## src/rtl/snake_pkg.sv

```systemverilog
// Shared menu geometry and selection encoding, common to the menu draw stage
// and the menu input controller.
package snake_pkg;

  localparam int unsigned COORD_W = 12;

  // Button rectangles: one column, three rows, with a gap between rows.
  localparam logic [COORD_W-1:0] BUTTONS_X = 12'd270;
  localparam logic [COORD_W-1:0] BUTTONS_W = 12'd100;
  localparam logic [COORD_W-1:0] BUTTONS_H = 12'd40;
  localparam logic [COORD_W-1:0] BUTTON1_Y = 12'd150;
  localparam logic [COORD_W-1:0] BUTTON2_Y = 12'd210;
  localparam logic [COORD_W-1:0] BUTTON3_Y = 12'd270;

  typedef enum logic [1:0] {
    SEL_NONE = 2'd0,
    SEL_1P   = 2'd1,
    SEL_2P   = 2'd2,
    SEL_SET  = 2'd3
  } menu_sel_t;

  // Right and bottom edges are exclusive; on overlap the lower index wins.
  function automatic menu_sel_t hit_test(input logic [COORD_W-1:0] x,
                                         input logic [COORD_W-1:0] y);
    logic in_col;
    menu_sel_t hit;
    in_col = (x >= BUTTONS_X) && (x < BUTTONS_X + BUTTONS_W);
    hit    = SEL_NONE;
    if (in_col && (y >= BUTTON3_Y) && (y < BUTTON3_Y + BUTTONS_H)) hit = SEL_SET;
    if (in_col && (y >= BUTTON2_Y) && (y < BUTTON2_Y + BUTTONS_H)) hit = SEL_2P;
    if (in_col && (y >= BUTTON1_Y) && (y < BUTTON1_Y + BUTTONS_H)) hit = SEL_1P;
    return hit;
  endfunction

endpackage

```

## src/rtl/menu_ctl_if.sv

```systemverilog
// Mouse-in / selection-out bundle between the pointer front end, the menu
// controller and its consumers (draw stage, game-mode FSM).
interface menu_ctl_if;
  import snake_pkg::*;

  logic                en;
  logic [COORD_W-1:0]  mouse_x;
  logic [COORD_W-1:0]  mouse_y;
  logic                mouse_left;
  logic [1:0]          hover_o;
  logic                sel_valid_o;
  logic [1:0]          sel_id_o;
  logic                busy_o;

  modport master (
    output en, mouse_x, mouse_y, mouse_left,
    input  hover_o, sel_valid_o, sel_id_o, busy_o
  );

  modport slave (
    input  en, mouse_x, mouse_y, mouse_left,
    output hover_o, sel_valid_o, sel_id_o, busy_o
  );
endinterface

```

## src/rtl/btn_debounce.sv

```systemverilog
// Two-flop synchronizer plus stable-count debouncer for any mechanical button;
// emits the accepted level and one-cycle press/release events.
module btn_debounce #(
  parameter int unsigned DEBOUNCE_CYC = 250000,
  parameter int unsigned CNT_W        = 18      // 2**CNT_W must exceed DEBOUNCE_CYC
) (
  input  logic clk,
  input  logic rst,
  input  logic btn_i,
  output logic btn_o,
  output logic press_ev_o,
  output logic rel_ev_o
);

  logic             sync1_q, sync1_d;
  logic             sync2_q, sync2_d;
  logic             lvl_q, lvl_d;
  logic [CNT_W-1:0] cnt_q, cnt_d;
  logic             press_q, press_d;
  logic             rel_q, rel_d;

  // NOTE: every variable gets a default before any branch, so no path can
  // leave it unassigned and infer a latch.
  always_comb begin
    sync1_d = btn_i;
    sync2_d = sync1_q;
    lvl_d   = lvl_q;
    cnt_d   = '0;
    press_d = 1'b0;
    rel_d   = 1'b0;
    if (sync2_q != lvl_q) begin
      if (cnt_q == CNT_W'(DEBOUNCE_CYC - 1)) begin
        lvl_d   = sync2_q;
        press_d = sync2_q;
        rel_d   = ~sync2_q;
      end else begin
        cnt_d = cnt_q + CNT_W'(1);
      end
    end
  end

  // NOTE: state registers use non-blocking assignment so all flops sample
  // their inputs from the same pre-edge values.
  always_ff @(posedge clk or negedge rst) begin
    if (!rst) begin
      sync1_q <= 1'b0;
      sync2_q <= 1'b0;
      lvl_q   <= 1'b0;
      cnt_q   <= '0;
      press_q <= 1'b0;
      rel_q   <= 1'b0;
    end else begin
      sync1_q <= sync1_d;
      sync2_q <= sync2_d;
      lvl_q   <= lvl_d;
      cnt_q   <= cnt_d;
      press_q <= press_d;
      rel_q   <= rel_d;
    end
  end

  // Events are registered alongside the level, so they coincide with its edge.
  assign btn_o      = lvl_q;
  assign press_ev_o = press_q;
  assign rel_ev_o   = rel_q;

endmodule

```

## src/rtl/menu_ctl.sv

```systemverilog
// Main-menu pointer controller: hit-tests the cursor against the three menu
// buttons and turns a press+release over the same button into a selection.
module menu_ctl
  import snake_pkg::*;
#(
  parameter int unsigned DEBOUNCE_CYC = 250000,
  parameter int unsigned CNT_W        = 18
) (
  input  logic         clk,
  input  logic         rst,
  menu_ctl_if.slave    bus
);

  typedef enum logic [1:0] {
    ST_IDLE   = 2'd0,
    ST_ARMED  = 2'd1,
    ST_FIRE   = 2'd2,
    ST_CANCEL = 2'd3
  } state_t;

  logic btn_lvl;
  logic press_ev;
  logic rel_ev;

  btn_debounce #(
    .DEBOUNCE_CYC (DEBOUNCE_CYC),
    .CNT_W        (CNT_W)
  ) u_deb (
    .clk        (clk),
    .rst        (rst),
    .btn_i      (bus.mouse_left),
    .btn_o      (btn_lvl),
    .press_ev_o (press_ev),
    .rel_ev_o   (rel_ev)
  );

  state_t    state_q, state_d;
  menu_sel_t hit_q, hit_d;
  menu_sel_t armed_q, armed_d;
  logic      sel_valid_q, sel_valid_d;
  menu_sel_t sel_id_q, sel_id_d;
  logic      busy_q, busy_d;

  always_comb begin
    hit_d       = hit_test(bus.mouse_x, bus.mouse_y);
    state_d     = state_q;
    armed_d     = armed_q;
    sel_valid_d = 1'b0;
    sel_id_d    = sel_id_q;

    if (!bus.en) begin
      state_d = ST_IDLE;
    end else begin
      unique case (state_q)
        ST_IDLE: begin
          if (press_ev) begin
            if (hit_q != SEL_NONE) begin
              state_d = ST_ARMED;
              armed_d = hit_q;
            end else begin
              state_d = ST_CANCEL;
            end
          end
        end
        ST_ARMED: begin
          // Leaving the armed button cancels, even if released the same cycle.
          if (hit_q != armed_q) begin
            state_d = ST_CANCEL;
          end else if (rel_ev) begin
            state_d     = ST_FIRE;
            sel_valid_d = 1'b1;
            sel_id_d    = armed_q;
          end
        end
        ST_FIRE: begin
          state_d = ST_IDLE;
        end
        ST_CANCEL: begin
          if (rel_ev) state_d = ST_IDLE;
        end
        default: state_d = ST_IDLE;
      endcase
    end

    busy_d = (state_d == ST_ARMED) || (state_d == ST_CANCEL);
  end

  always_ff @(posedge clk or negedge rst) begin
    if (!rst) begin
      state_q     <= ST_IDLE;
      hit_q       <= SEL_NONE;
      armed_q     <= SEL_NONE;
      sel_valid_q <= 1'b0;
      sel_id_q    <= SEL_NONE;
      busy_q      <= 1'b0;
    end else begin
      state_q     <= state_d;
      hit_q       <= hit_d;
      armed_q     <= armed_d;
      sel_valid_q <= sel_valid_d;
      sel_id_q    <= sel_id_d;
      busy_q      <= busy_d;
    end
  end

  // sel_valid_q and busy_q are loaded from the next state, so both line up
  // with state_q (sel_valid_o is high exactly while in FIRE).
  assign bus.hover_o     = hit_q;
  assign bus.sel_valid_o = sel_valid_q;
  assign bus.sel_id_o    = sel_id_q;
  assign bus.busy_o      = busy_q;

endmodule

```

## src/flat_wrapper.sv

```systemverilog
// flat-port wrapper written by rule: the top's interface ports become plain ports
module menu_ctl_flat import snake_pkg::*;
#(
  parameter int unsigned DEBOUNCE_CYC = 250000,
  parameter int unsigned CNT_W        = 18
)
  (clk, rst, bus_en, bus_mouse_x, bus_mouse_y, bus_mouse_left, bus_hover_o, bus_sel_valid_o, bus_sel_id_o, bus_busy_o);
  menu_ctl_if bus_i ();
  input  logic clk;
  input  logic rst;
  input wire logic [$bits(bus_i.en)-1:0] bus_en;
  input wire logic [$bits(bus_i.mouse_x)-1:0] bus_mouse_x;
  input wire logic [$bits(bus_i.mouse_y)-1:0] bus_mouse_y;
  input wire logic [$bits(bus_i.mouse_left)-1:0] bus_mouse_left;
  output wire logic [$bits(bus_i.hover_o)-1:0] bus_hover_o;
  output wire logic [$bits(bus_i.sel_valid_o)-1:0] bus_sel_valid_o;
  output wire logic [$bits(bus_i.sel_id_o)-1:0] bus_sel_id_o;
  output wire logic [$bits(bus_i.busy_o)-1:0] bus_busy_o;
  assign bus_i.en = bus_en;
  assign bus_i.mouse_x = bus_mouse_x;
  assign bus_i.mouse_y = bus_mouse_y;
  assign bus_i.mouse_left = bus_mouse_left;
  assign bus_hover_o = bus_i.hover_o;
  assign bus_sel_valid_o = bus_i.sel_valid_o;
  assign bus_sel_id_o = bus_i.sel_id_o;
  assign bus_busy_o = bus_i.busy_o;
  menu_ctl #(.DEBOUNCE_CYC(DEBOUNCE_CYC), .CNT_W(CNT_W)) u_core (.clk(clk), .rst(rst), .bus(bus_i));
endmodule
```

## config.mk

```make
export PLATFORM = sky130hd
export DESIGN_NAME = menu_ctl_flat
export DESIGN_NICKNAME = d
export VERILOG_FILES = /design/src/rtl/snake_pkg.sv /design/src/rtl/menu_ctl_if.sv /design/src/rtl/btn_debounce.sv /design/src/rtl/menu_ctl.sv /design/src/flat_wrapper.sv
export SDC_FILE = /design/constraint.sdc
export NUM_CORES = 1
export LEC_CHECK = 0
export ABC_AREA = 0
export BUFFER_PORTS_ARGS = -buffer_cell sky130_fd_sc_hd__buf_2
export CELL_PAD_IN_SITES_DETAIL_PLACEMENT = 2
export CELL_PAD_IN_SITES_GLOBAL_PLACEMENT = 2
export CORE_MARGIN = 4
export CORE_UTILIZATION = 30
export DETAILED_ROUTE_END_ITERATION = 8
export GPL_TIMING_DRIVEN = 0
export PLACE_DENSITY = 0.83
export SLEW_MARGIN = 10
export SYNTH_ARGS = -nofsm -noshare
export SYNTH_HDL_FRONTEND = slang
export SYNTH_HIERARCHICAL = 1
export SYNTH_SLANG_ARGS = --single-unit
```

## constraint.sdc

```tcl
create_clock -name clk -period 2 [get_ports clk]
set_input_delay 0.2 -clock clk [delete_from_list [all_inputs] [get_ports clk]]
set_output_delay 0.2 -clock clk [all_outputs]
set_load 0.05 [all_outputs]
```

==> metrics.txt <==
FF-to-FF path depth=5; FFs w/ async S/R, synth=100%; CP max-delay cell=or4_4; I/O Pins=34; Crit path depth=5; Core Util, Final=approximately two fifths; Die Y-Extent=~81 µm; via count=~1,400; Vias/cell=approximately 5.2; gr ovfl total=0; status=complete, no violations; DRC Markers=0; Post-synth EDFFs=0; share of power burned in the clock network=between 40% and 50%; initial antenna violation count=0; Post-Syn Area=roughly 1600 µm²; top cell family by delay on the critical path=simple AND/OR/NAND/NOR gates; first-pass GRT wire length=between 7 and 8 mm; Bufs and invs on worst path=0; total track usage=roughly 15%; crit path launch type=flip-flop; Setup crit end kind=flip-flop; Detailed Route WL=4.48 mm; Tcrit/Tclk final=between 90% and 100%; share of cells above drive strength 1=33.3%; ys flop type=dfrtp_1; Worst Skew=between 7 and 8 ps; clock-pin slew on the worst setup and hold paths=70 ps; sequential power share=48.5%; static leakage=just under 0.9 nW; hold_ws=~29 ps; syn avg cell area=~10 µm²; Final Max Tran Viols=0; Max Cap Viol=0; clock root cell=clkbuf_8; DR iter-0 viols=46; crit path DAT=around 2200 ps; Starting Density=approximately 31%; routed len/inst=~17 µm; Final Power=~1.4 mW; # rows=26; largest net degree at the start of global routing=33; final hold viol count=0; minimum clock period=1940 ps; Clock Latency Late Sink=slightly below 300 ps; CTS Buf Count=5; Worst VDD drop=0.287 mV; Comb pwr share=between 6 and 7%; Slew @ Worst Pin=roughly 700 ps; Yosys reg bits=32; CP Cell Sequence=ha_2, nand3_4, or4_4, or3_1, a21oi_1; hold depth=1; Seq/Total Area, Yosys=approximately half; die area=roughly 6600 µm²; Required @ worst endpoint=2220 ps; TritonCTS clock tree=built; NetSw=roughly 0.31 mW; clock sink count=32; Max Root-Sink Buffers=2; Switching Share=22.4%; gpl congestion=approximately 0.70; Max Clk Rate=around 500 MHz; Cells after Synth=around 160; Slew HR=a little over half; ant diodes=0; hold crit path type=primary input to flip-flop; vias in the first global route=around 1,500; Max FO, Critical Path=8; PnR worst setup slack=56.3 ps; final antenna-violating net count=0; IO buf count=31; hpwl dp=~3.2 mm; WS Path Type=flip-flop to flip-flop; core area=5140 µm²; DRT Pass-1 Iters=4; CTS H-tree depth=2; Ys Warns=6; pwr/cell area=roughly 670 nW/µm²; RSZ-0062 raised after global routing=yes; die width=81.0 µm; Yosys cell types=just over 40; Setup Slack @ Placement=-397 ps; final setup vio count=0; P&R area growth vs syn=27.5%; nets=around 230; Synthesized Nets=roughly 190; Pint=approximately 1.1 mW; CP max stage delay=just under 600 ps
-- power groups by stage --
stage	Sequential [mW]	Clock (mW)	Combinational, mW
after floorplan	0.672	0	0.0267
after global placement	0.674	0	0.0768
after detailed placement	0.675	0	0.0807
after CTS	0.663	0.638	0.0862
after global routing	0.664	0.676	0.0957
final	0.663	0.619	0.0840
-- area by class of cell --
| type | instances | area (µm²) |
|---|---|---|
| Clock inverter | 3 | 42.5 |
| Tap cell | 70 | 87.6 |
| Sequential cell | 32 | 810 |
| Inverter | 2 | 7.51 |
| Multi-Input combinational cell | 120 | 830 |
| Timing Repair Buffer | 34 | 180 |
| Buffer | 2 | 12.5 |
| Clock buffer | 5 | 68.8 |
| Fill cell | 578 | 3100 |
-- synth_stat cells, types with 2 or more instances --
master,count,area (µm²)
a21oi_1,8,40.0
a22o_1,2,17.5
and3_1,2,12.5
dfrtp_1,32,801
inv_1,2,7.51
mux2_4,2,30.0
nand2_1,12,45.0
nand3_1,9,45.0
nand4_1,6,37.5
nor2_1,18,67.6
nor3_1,5,25.0
nor3b_1,2,15.0
nor4_1,4,25.0
o2111ai_1,2,17.5
o21ai_0,4,20.0
or3_1,3,18.8
or4_1,5,37.5
or4b_1,2,20.0
xnor2_1,6,52.6
xor2_1,9,78.8
-- what timing repair did --
action                                  in CTS  in global routing
endpoints found under the setup margin      17                 16
hold endpoints to repair                    32                  0
hold buffers                                 1                  0
pin swaps                                    1                  1
setup buffers                                1                  1
resized for setup                            5                 14
-- sequential cells by signal (all words and copies together) (netlist names) --
register / count
u_core/u_deb/cnt_q: 18
u_core/armed_q: 2
u_core/bus.hover_o: 2
u_core/bus.sel_id_o: 2
u_core/state_q: 2
u_core/bus.sel_valid_o: 1
u_core/u_deb/btn_o: 1
u_core/u_deb/press_ev_o: 1
u_core/u_deb/rel_ev_o: 1
u_core/u_deb/sync1_q: 1
u_core/u_deb/sync2_q: 1
-- final timing paths --
| kind | startpoint | end | slack (ps) |
|---|---|---|---|
| setup / recovery | u_core/u_deb/cnt_q[1]$_DFF_PN0_ | u_core/u_deb/cnt_q[16]$_DFF_PN0_ | 60 |
| hold / removal | bus_mouse_left | u_core/u_deb/sync1_q$_DFF_PN0_ | 30 |
| setup reg to reg | u_core/u_deb/cnt_q[1]$_DFF_PN0_ | u_core/u_deb/cnt_q[16]$_DFF_PN0_ | 60 |
| hold reg to reg | u_core/u_deb/sync1_q$_DFF_PN0_ | u_core/u_deb/sync2_q$_DFF_PN0_ | 370 |
| max in group asynchronous | rst | u_core/u_deb/cnt_q[5]$_DFF_PN0_ | 1000 |
| min in group asynchronous | rst | u_core/u_deb/cnt_q[17]$_DFF_PN0_ | 500 |
-- metrics by stage --
step,cell area (µm²),instances,TNS [ps]
after floorplan,1600,156,0
after global placement,1840,257,-2930
after detailed placement,1840,257,-4170
after CTS,2000,267,0
after global routing,2040,268,-0.846
final,2040,268,0
-- placed cells by master (no fill, tap or decap), drive strengths merged, types with 2 or more instances in the layout --
cell type	n
a21oi	8
a22o	2
and3	2
and4	2
buf	35
clkbuf	5
dfrtp	32
inv	2
mux2	3
nand2	13
nand3	10
nand4	6
nor2	18
nor3	6
nor3b	2
nor4	4
o2111ai	2
o21ai	4
or3	3
or4	5
or4b	2
xnor2	6
xor2	9
-- metal layers --
metal / up-vias / wire (µm) / GRT usage (%)
li1: 660 / - / -
met4: 0 / 81 / 6.08
met3: 6 / 129 / 2.99
met5: - / 0 / 0
met1: 706 / 1900 / 17.0
met2: 20 / 2370 / 26.5
-- logic make-up (layout without fill, tap and decap cells) --
group                      after synthesis  after routing  synth area share, %
xor gates and xnor gates                15             15                 8.22
buffers and inverters                    4             46                 1.10
muxes                                    3              3                 2.58
DFF                                     32             32                 50.1
adders and majority gates                1              1                0.782
AOI/OAI and AO/OA                       25             25                 11.0
and+or+nand+nor                         76             76                 26.2
Power figures use the tool's default switching activity.
